[config.mk]
export PLATFORM = sky130hd
export DESIGN_NAME = trdb_reg_master
export DESIGN_NICKNAME = d
export VERILOG_FILES = /design/src/rtl/trdb_reg_master.sv
export SDC_FILE = /design/constraint.sdc
export NUM_CORES = 1
export LEC_CHECK = 0
export BUFFER_PORTS_ARGS = -buffer_cell sky130_fd_sc_hd__buf_2
export CELL_PAD_IN_SITES_DETAIL_PLACEMENT = 0
export CELL_PAD_IN_SITES_GLOBAL_PLACEMENT = 1
export CORE_MARGIN = 5
export CORE_UTILIZATION = 47
export CTS_CLUSTER_DIAMETER = 150
export DETAILED_ROUTE_END_ITERATION = 10
export GPL_TIMING_DRIVEN = 1
export PLACE_DENSITY_LB_ADDON = 0.1
export SYNTH_ARGS = -nofsm -noshare
export SYNTH_HDL_FRONTEND = slang
export SYNTH_SLANG_ARGS = --single-unit
[constraint.sdc]
create_clock -name clk_i -period 3.2 [get_ports clk_i]
set_input_delay 0.32 -clock clk_i [delete_from_list [all_inputs] [get_ports clk_i]]
set_output_delay 0.32 -clock clk_i [all_outputs]
set_load 0.01 [all_outputs]
[src/rtl/trdb_reg_master.sv]
// -----------------------------------------------------------------------------
// trdb_reg_master
//   Initiator for the trace debugger's peripheral register bus. Register
//   commands arrive on a valid/ready command port and are queued in a small
//   FIFO. They are issued one at a time, in order, on the per_* bus. Every
//   command, read or write, returns exactly one response on a valid/ready
//   response port.
//
// Optional feature (compile-time macro TRDB_MASTER_TIMEOUT_EN):
//   Aborts a bus request after TIMEOUT_CYCLES cycles without per_ready_i and
//   returns a response with rsp_err_o = 1. Without the macro, REQ waits
//   indefinitely and rsp_err_o is tied to 0.
//
// Ports:
//   clk_i, rst_i           clock, asynchronous active-high reset
//   cmd_valid_i/ready_o    command handshake (we, addr, wdata)
//   rsp_valid_o/ready_i    response handshake (rdata, we echo, err)
//   per_valid_o..wdata_o   bus request
//   per_rdata_i, ready_i   bus completion
//   busy_o                 FIFO non-empty or a command in flight
//
// FSM states:
//   state  | meaning
//   IDLE   | waiting for a queued command; pops the FIFO head into per_* regs
//   REQ    | per_valid_o high, waiting for per_ready_i (or timeout)
//   RSP    | rsp_valid_o high, waiting for rsp_ready_i
// -----------------------------------------------------------------------------
module trdb_reg_master #(
    parameter int APB_ADDR_WIDTH = 12,
    parameter int CMD_DEPTH      = 4,
    parameter int TIMEOUT_CYCLES = 255
) (
    input  logic                      clk_i,
    input  logic                      rst_i,
    input  logic                      cmd_valid_i,
    output logic                      cmd_ready_o,
    input  logic                      cmd_we_i,
    input  logic [APB_ADDR_WIDTH-1:0] cmd_addr_i,
    input  logic [31:0]               cmd_wdata_i,
    output logic                      rsp_valid_o,
    input  logic                      rsp_ready_i,
    output logic [31:0]               rsp_rdata_o,
    output logic                      rsp_we_o,
    output logic                      rsp_err_o,
    output logic                      per_valid_o,
    output logic                      per_we_o,
    output logic [APB_ADDR_WIDTH-1:0] per_addr_o,
    output logic [31:0]               per_wdata_o,
    input  logic [31:0]               per_rdata_i,
    input  logic                      per_ready_i,
    output logic                      busy_o
);

    localparam int PW = $clog2(CMD_DEPTH);
    localparam int CW = PW + 1;

    if (CMD_DEPTH < 2 || (CMD_DEPTH & (CMD_DEPTH - 1)) != 0) begin : g_bad_depth
        $error("trdb_reg_master: CMD_DEPTH must be a power of two >= 2");
    end
    if (TIMEOUT_CYCLES < 1) begin : g_bad_timeout
        $error("trdb_reg_master: TIMEOUT_CYCLES must be >= 1");
    end

    typedef enum logic [1:0] {
        S_IDLE = 2'd0,
        S_REQ  = 2'd1,
        S_RSP  = 2'd2
    } state_t;

    // ------------------------------------------------------------------
    // Command FIFO
    // ------------------------------------------------------------------
    logic                      r_mem_we    [CMD_DEPTH];
    logic [APB_ADDR_WIDTH-1:0] r_mem_addr  [CMD_DEPTH];
    logic [31:0]               r_mem_wdata [CMD_DEPTH];

    logic [PW-1:0] r_wr_ptr;
    logic [PW-1:0] r_rd_ptr;
    logic [CW-1:0] r_count;
    logic          r_cmd_ready;
    logic [CW-1:0] w_count_nxt;
    logic          w_push;
    logic          w_pop;

    state_t        r_state;

    assign w_push = cmd_valid_i & r_cmd_ready;
    // The FSM only pops from IDLE, so a newly pushed entry is seen one cycle
    // after its push and never bypasses the storage.
    assign w_pop  = (r_state == S_IDLE) && (r_count != '0);

    always_comb begin
        w_count_nxt = r_count;
        if (w_push && !w_pop) begin
            w_count_nxt = r_count + CW'(1);
        end else if (w_pop && !w_push) begin
            w_count_nxt = r_count - CW'(1);
        end
    end

    always_ff @(posedge clk_i) begin
        if (w_push) begin
            r_mem_we[r_wr_ptr]    <= cmd_we_i;
            r_mem_addr[r_wr_ptr]  <= cmd_addr_i;
            r_mem_wdata[r_wr_ptr] <= cmd_wdata_i;
        end
    end

    always_ff @(posedge clk_i or posedge rst_i) begin
        if (rst_i) begin
            r_wr_ptr    <= '0;
            r_rd_ptr    <= '0;
            r_count     <= '0;
            r_cmd_ready <= 1'b1;
        end else begin
            if (w_push) begin
                r_wr_ptr <= r_wr_ptr + PW'(1);
            end
            if (w_pop) begin
                r_rd_ptr <= r_rd_ptr + PW'(1);
            end
            r_count     <= w_count_nxt;
            r_cmd_ready <= (w_count_nxt != CW'(CMD_DEPTH));
        end
    end

    // ------------------------------------------------------------------
    // Bus / response FSM
    // ------------------------------------------------------------------
    logic                      r_per_valid;
    logic                      r_per_we;
    logic [APB_ADDR_WIDTH-1:0] r_per_addr;
    logic [31:0]               r_per_wdata;
    logic                      r_rsp_valid;
    logic                      r_rsp_we;
    logic [31:0]               r_rsp_rdata;

`ifdef TRDB_MASTER_TIMEOUT_EN
    localparam int TW_RAW = $clog2(TIMEOUT_CYCLES + 1);
    localparam int TW     = (TW_RAW < 8) ? 8 : ((TW_RAW > 32) ? 32 : TW_RAW);

    logic          r_rsp_err;
    logic [TW-1:0] r_tmo_cnt;
`endif

    always_ff @(posedge clk_i or posedge rst_i) begin
        if (rst_i) begin
            r_state     <= S_IDLE;
            r_per_valid <= 1'b0;
            r_per_we    <= 1'b0;
            r_per_addr  <= '0;
            r_per_wdata <= '0;
            r_rsp_valid <= 1'b0;
            r_rsp_we    <= 1'b0;
            r_rsp_rdata <= '0;
`ifdef TRDB_MASTER_TIMEOUT_EN
            r_rsp_err   <= 1'b0;
            r_tmo_cnt   <= '0;
`endif
        end else begin
            case (r_state)
                S_IDLE: begin
                    if (w_pop) begin
                        r_per_we    <= r_mem_we[r_rd_ptr];
                        r_per_addr  <= r_mem_addr[r_rd_ptr];
                        r_per_wdata <= r_mem_wdata[r_rd_ptr];
                        r_per_valid <= 1'b1;
                        r_state     <= S_REQ;
`ifdef TRDB_MASTER_TIMEOUT_EN
                        r_tmo_cnt   <= '0;
`endif
                    end
                end
                S_REQ: begin
                    // A completion in the final allowed cycle beats the timeout.
                    if (per_ready_i) begin
                        r_rsp_rdata <= r_per_we ? 32'h0 : per_rdata_i;
                        r_rsp_we    <= r_per_we;
                        r_per_valid <= 1'b0;
                        r_rsp_valid <= 1'b1;
                        r_state     <= S_RSP;
`ifdef TRDB_MASTER_TIMEOUT_EN
                        r_rsp_err   <= 1'b0;
`endif
                    end
`ifdef TRDB_MASTER_TIMEOUT_EN
                    else if (r_tmo_cnt == TW'(TIMEOUT_CYCLES - 1)) begin
                        r_rsp_rdata <= 32'h0;
                        r_rsp_we    <= r_per_we;
                        r_rsp_err   <= 1'b1;
                        r_per_valid <= 1'b0;
                        r_rsp_valid <= 1'b1;
                        r_state     <= S_RSP;
                    end else begin
                        r_tmo_cnt <= r_tmo_cnt + TW'(1);
                    end
`endif
                end
                S_RSP: begin
                    if (rsp_ready_i) begin
                        r_rsp_valid <= 1'b0;
                        r_state     <= S_IDLE;
                    end
                end
                default: begin
                    r_per_valid <= 1'b0;
                    r_rsp_valid <= 1'b0;
                    r_state     <= S_IDLE;
                end
            endcase
        end
    end

    assign cmd_ready_o = r_cmd_ready;
    assign per_valid_o = r_per_valid;
    assign per_we_o    = r_per_we;
    assign per_addr_o  = r_per_addr;
    assign per_wdata_o = r_per_wdata;
    assign rsp_valid_o = r_rsp_valid;
    assign rsp_we_o    = r_rsp_we;
    assign rsp_rdata_o = r_rsp_rdata;
    assign busy_o      = (r_count != '0) || (r_state != S_IDLE);

`ifdef TRDB_MASTER_TIMEOUT_EN
    assign rsp_err_o = r_rsp_err;
`else
    assign rsp_err_o = 1'b0;
`endif

endmodule

Word-level counts from Yosys, hierarchy flattened:

Memory sizes are Yosys's and may differ from the RTL's. A register that Yosys moved wholly into a read port is not among the register bits.
Index checks and enable logic that the tools add are counted.

* memories: 3
* bits in writable memories: 180
* bits in latches: 0
* bits in read-only memories: 0
* output and inout port bits: 83
* register bits after elaboration: 45
* input bits: 82
* logic and storage cells: 54

* shift operators: 0
* div/mod/pow operators: 0
* bitwise gates (word level): 3
* multiplexer cells: 15
* order comparisons: 0
* equal/unequal tests: 6
* multiply operators: 0
* reduce and logical (&&, ||, !) cells: 14
* add/subtract/negate cells: 4

Memory list
* r_mem_wdata: depth 4, bits a word 32, rd ports 1, clocked after Yosys merged registers in 1, wr ports 1, line 75 `logic [31:0] r_mem_wdata [CMD_DEPTH];`
* r_mem_addr: depth 4, bits a word 12, rd ports 1, clocked after Yosys merged registers in 1, wr ports 1, line 74 `logic [APB_ADDR_WIDTH-1:0] r_mem_addr [CMD_DEPTH];`
* r_mem_we: depth 4, bits a word 1, rd ports 1, clocked after Yosys merged registers in 1, wr ports 1, line 73 `logic r_mem_we [CMD_DEPTH];`

Operators with widths (count)
* two-way mux 32 bit: 1
* AND reduction 3 bit: 3
* two-way mux 1 bit: 6
* two-way mux 2 bit: 3
* two-way mux 3 bit: 2
* inequality test 2 bit (second input constant): 3
* case mux 1 bit (3 select lines): 2
* case mux 2 bit (3 select lines): 1
* adder 2 x 1 -> 2 bit (second input constant): 2
* AND reduction 2 bit: 2
* adder 3 x 1 -> 3 bit (second input constant): 1
* logical AND 1 bit: 3
* inequality test 3 bit (second input constant): 1
* nonzero test 3 bit: 1
* subtractor 3 x 1 -> 3 bit (second input constant): 1
* equality test 2 x 1 -> 1 bit (second input constant): 1
* equality test 2 bit (second input constant): 1
* logical NOT 1 bit: 2
* logical NOT 2 bit: 1
* NOT 1 bit: 2
* nonzero test 2 bit: 1
* bitwise AND 1 bit: 1
* logical OR 1 bit: 1

Logic depth before layout (Yosys ltp):

* word-level depth: 6
* gate-level depth with buffers: 8
* gate-level depth less buffers: 6

Worst setup path before layout:

Ideal clock, no wire load.

* path type: register to register
* start: register r_wr_ptr[0]
* end: memory r_mem_addr[0][0], enable pin
* buffers on the path: 0
* required time: 2.793 ns
* arrival: 1.742 ns
* path slack: 1.051 ns
* period minus slack after synthesis: 2.149 ns
* stages on the path, launching flop included: 4
* library setup time: 0.407 ns
* cell sequence: dfrtp_1 > inv_1 > ha_1 > and3_1

RTL lines
* from (decl): line 77 `logic [PW-1:0] r_wr_ptr;`
* from (signal assigned): line 117 `r_wr_ptr <= r_wr_ptr + PW'(1);`
* to (decl): line 74

Straight into the memory's write port.

Worst setup path after layout:

* start: register r_count[0]
* end: output busy_o

* longest elaborated chain between the ends: 2

RTL lines
* from (decl): line 79 `logic [CW-1:0] r_count;`
* from (signal assigned): line 122 `r_count <= w_count_nxt;`
* nonzero test 3 bit: line 222 `assign busy_o = (r_count != '0) || (r_state != S_IDLE);`
* logical OR 1 bit: line 222
* to (decl): line 51 `output logic busy_o`

No other way between the ends.

==> out/qor.yml <==
run_status: "completed"
finalWirelength_um: 20900
htree_levels: 1
grt_max_degree: 55
dieWidth_um: 158
r2r_start: "r_count[0]"
clk_pin_slew_worst_paths_ps: 60
hpwl_um: 13100
syn_to_final_growth_pct: 24.6
ir_worst_vdd_v: 0.000565
synth_nets: 729
crit_path_start_kind: "register"
rsz0062_at_grt: "no"
grt_use_total: 0.169
drv_slew: 0
start_util: 0.474
cts_root_buf: "clkbuf_16"
gp_congestion: 0.798
fmax_ghz: 0.460
power.density_nw_per_um2: 952
finalCritPeriodShare: 0.679
rows: 54
finalSetupViolCount: 0
initialDrtViolationCount: 290
reg2reg_depth: 7
grt_pass1_vias: 6110
cp_slowest_stage_delay_ps: 420
r2r_slack_ps: 1250
fin_area_um2: 12800
grt_pass1_wl_um: 33000
comb_power_share: 0.304
ys_seq_area_frac: 0.748
syn_area_um2: 10200
cp.required_ps: 2880
finalClockSkew_ps: 27.0
synth_cell_types: 32
pwr-share-seq: 0.449
num_antenna_cells: 0
critical_path_class: "reg2out"
placed_area_um2: 11400
ys_ff_latch: 270
worstMarginPinSlew_ps: 836
hold_viol: 0
cts_buffers: 28
vias_per_cell: 5.00
p_leak_uw: 0.00522
drcViolationCount: 0
layout_min_cycle_time_ps: 2170
via_count: 5840
power.switching_uw: 3950
avgSynthCellArea_um2: 16.0
arrival_ps: 1850
synth_top_area_cell: "edfxtp_1"
antenna_found_initial: 0
power.clock.fraction: 0.248
mostFrequentLayoutCells: "edfxtp_1, nand2_1, buf_2"
cts_sinks: 270
dieHeight_um: 158
firstDrtPassIters: 4
synthTopCellsByArea: "edfxtp_1, dfrtp_1, mux4_2"
min_to: "rsp_rdata_o[21]"
drive_gt1_frac: 0.313
p_int_uw: 8200
drv_cap: 0
holdPathStages: 3
postSynthCellCount: 640
port_buffers: 163
dieArea_um2: 24900
switching_share: 0.325
worst_r2r_endpoint: "per_wdata_o[22]"
post_cts_buffers: 0
min-delay-start: "per_rdata_i[21]"
crit_path_cell_trace: "inv_1, ha_1, nor2b_1, nand2_1, buf_2"
clock_latency_ps: 560
synth_top_area_frac: 0.528
coreArea_um2: 21600
hold_path.class: "in2reg"
antenna_left: 0
end_kind: "output pin"
io_pins: 165
path_max_fanout: 5
clockBufferDepth: 3
slew_headroom: 0.442
wire_per_inst_um: 17.9
cts_tree: "done"
overflow: 0
whs_ps: 42.9
nNetsFinal: 954
yosys_warnings: 0
critPathSlowestCell: "dfrtp_1"
final_common_cell: "edfxtp_1"
finalSetupTns_ps: 0
==> repair_timing <==
item,4_1_cts,5_1_grt
endpoints found under the setup margin,0,0
hold buffers,47,0
gates resized for setup,0,0
hold endpoints to repair,216,0
==> area by class of cell <==
cell class | instances | area, um^2
clock buffer | 43 | 797
clock inverter | 9 | 70.1
fill | 1732 | 8850
inverter | 5 | 21.3
multi-input combinational | 333 | 2400
sequential | 270 | 7660
tap | 280 | 350
timing repair buffer | 227 | 1460
==> worst max path at each step <==
stage | startpoint | slack [ps] | depth (start not counted) | end
6_report | r_count[0] | 1030 | 5 | busy_o
5_1_grt | r_count[0] | 880 | 5 | busy_o
4_1_cts | r_count[0] | 1010 | 5 | busy_o
3_5_place_dp | r_count[0] | 1230 | 7 | r_count[1]
3_3_place_gp | r_rd_ptr[0] | 1250 | 4 | per_wdata_o[10]
2_1_floorplan | rst_i | 550 | 1 | per_addr_o[0]
==> logic make-up (layout without fill, tap and decap cells) <==
kind of cell / after synthesis / count (layout) / share of synthesized area
buffers and inverters: 37 / 284 / 0.0192
AND/OR/NAND/NOR: 230 / 230 / 0.0975
other: 1 / 1 / 0.000366
XOR/XNOR: 4 / 4 / 0.00342
flip-flops: 270 / 270 / 0.748
adder cells (fa/ha/maj): 7 / 7 / 0.00855
AO/OA/AOI/OAI: 44 / 44 / 0.0223
multiplexers: 47 / 47 / 0.101
==> stage by stage <==
| step | instances | setup WS [ps] | total power [uW] | util |
|---|---|---|---|---|
| after CTS | 1167 | 1010 | 12400 | 0.591 |
| after global routing | 1167 | 879 | 13000 | 0.591 |
| final | 1167 | 1030 | 12200 | 0.591 |
| after global placement | 1068 | 1250 | 9140 | 0.529 |
| after detailed placement | 1068 | 1230 | 9280 | 0.529 |
| after floorplan | 640 | 546 | 7850 | - |
==> cells in the mapped netlist, drive strengths merged <==
master  number
edfxtp     180
nand2      176
dfrtp       89
mux4        45
o21ai       36
nand2b      34
buf         24
clkbuf       8
ha           7
inv          5
nor2         5
a21oi        4
and3         4
xnor2        4
mux2         2
nand3        2
nor2b        2
o211ai       2
or3          2
and2         1
and4         1
conb         1
dfstp        1
nand3b       1
nor3         1
nor4b        1
o22ai        1
o31ai        1
==> flip-flops by register name, summed over array words and instances (netlist names), 2 cells and up <==
| signal | cells |
|---|---|
| r_mem_wdata | 128 |
| r_count | 3 |
| r_rd_ptr | 2 |
| r_mem_we | 4 |
| r_wr_ptr | 2 |
| rsp_rdata_o | 32 |
| r_state | 2 |
| r_mem_addr | 48 |
| per_wdata_o | 32 |
| per_addr_o | 12 |
==> power groups by stage <==
stage | sequential, uW | clock, uW | combinational [uW]
floorplan | 5470 | 0 | 2380
global placement | 5490 | 0 | 3650
detailed placement | 5540 | 0 | 3740
CTS | 5480 | 3090 | 3800
global route | 5590 | 3240 | 4130
finish | 5450 | 3010 | 3690
==> worst max-delay path, delay by kind of cell, from the launching register on <==
kind          cells  cell delay [ps]
simple gates      2              430
buf+inv           2              280
flops             1              420
fa+ha+maj         1              160
==> layer usage <==
layer	vias up	track usage	share of wire
met3	40	0.0312	0.062
met2	159	0.291	0.49
met4	0	0.0418	0.021
met5	-	0	0
li1	2759	-	-
met1	2882	0.224	0.42
No activity file was read; power rests on OpenSTA's default activity.
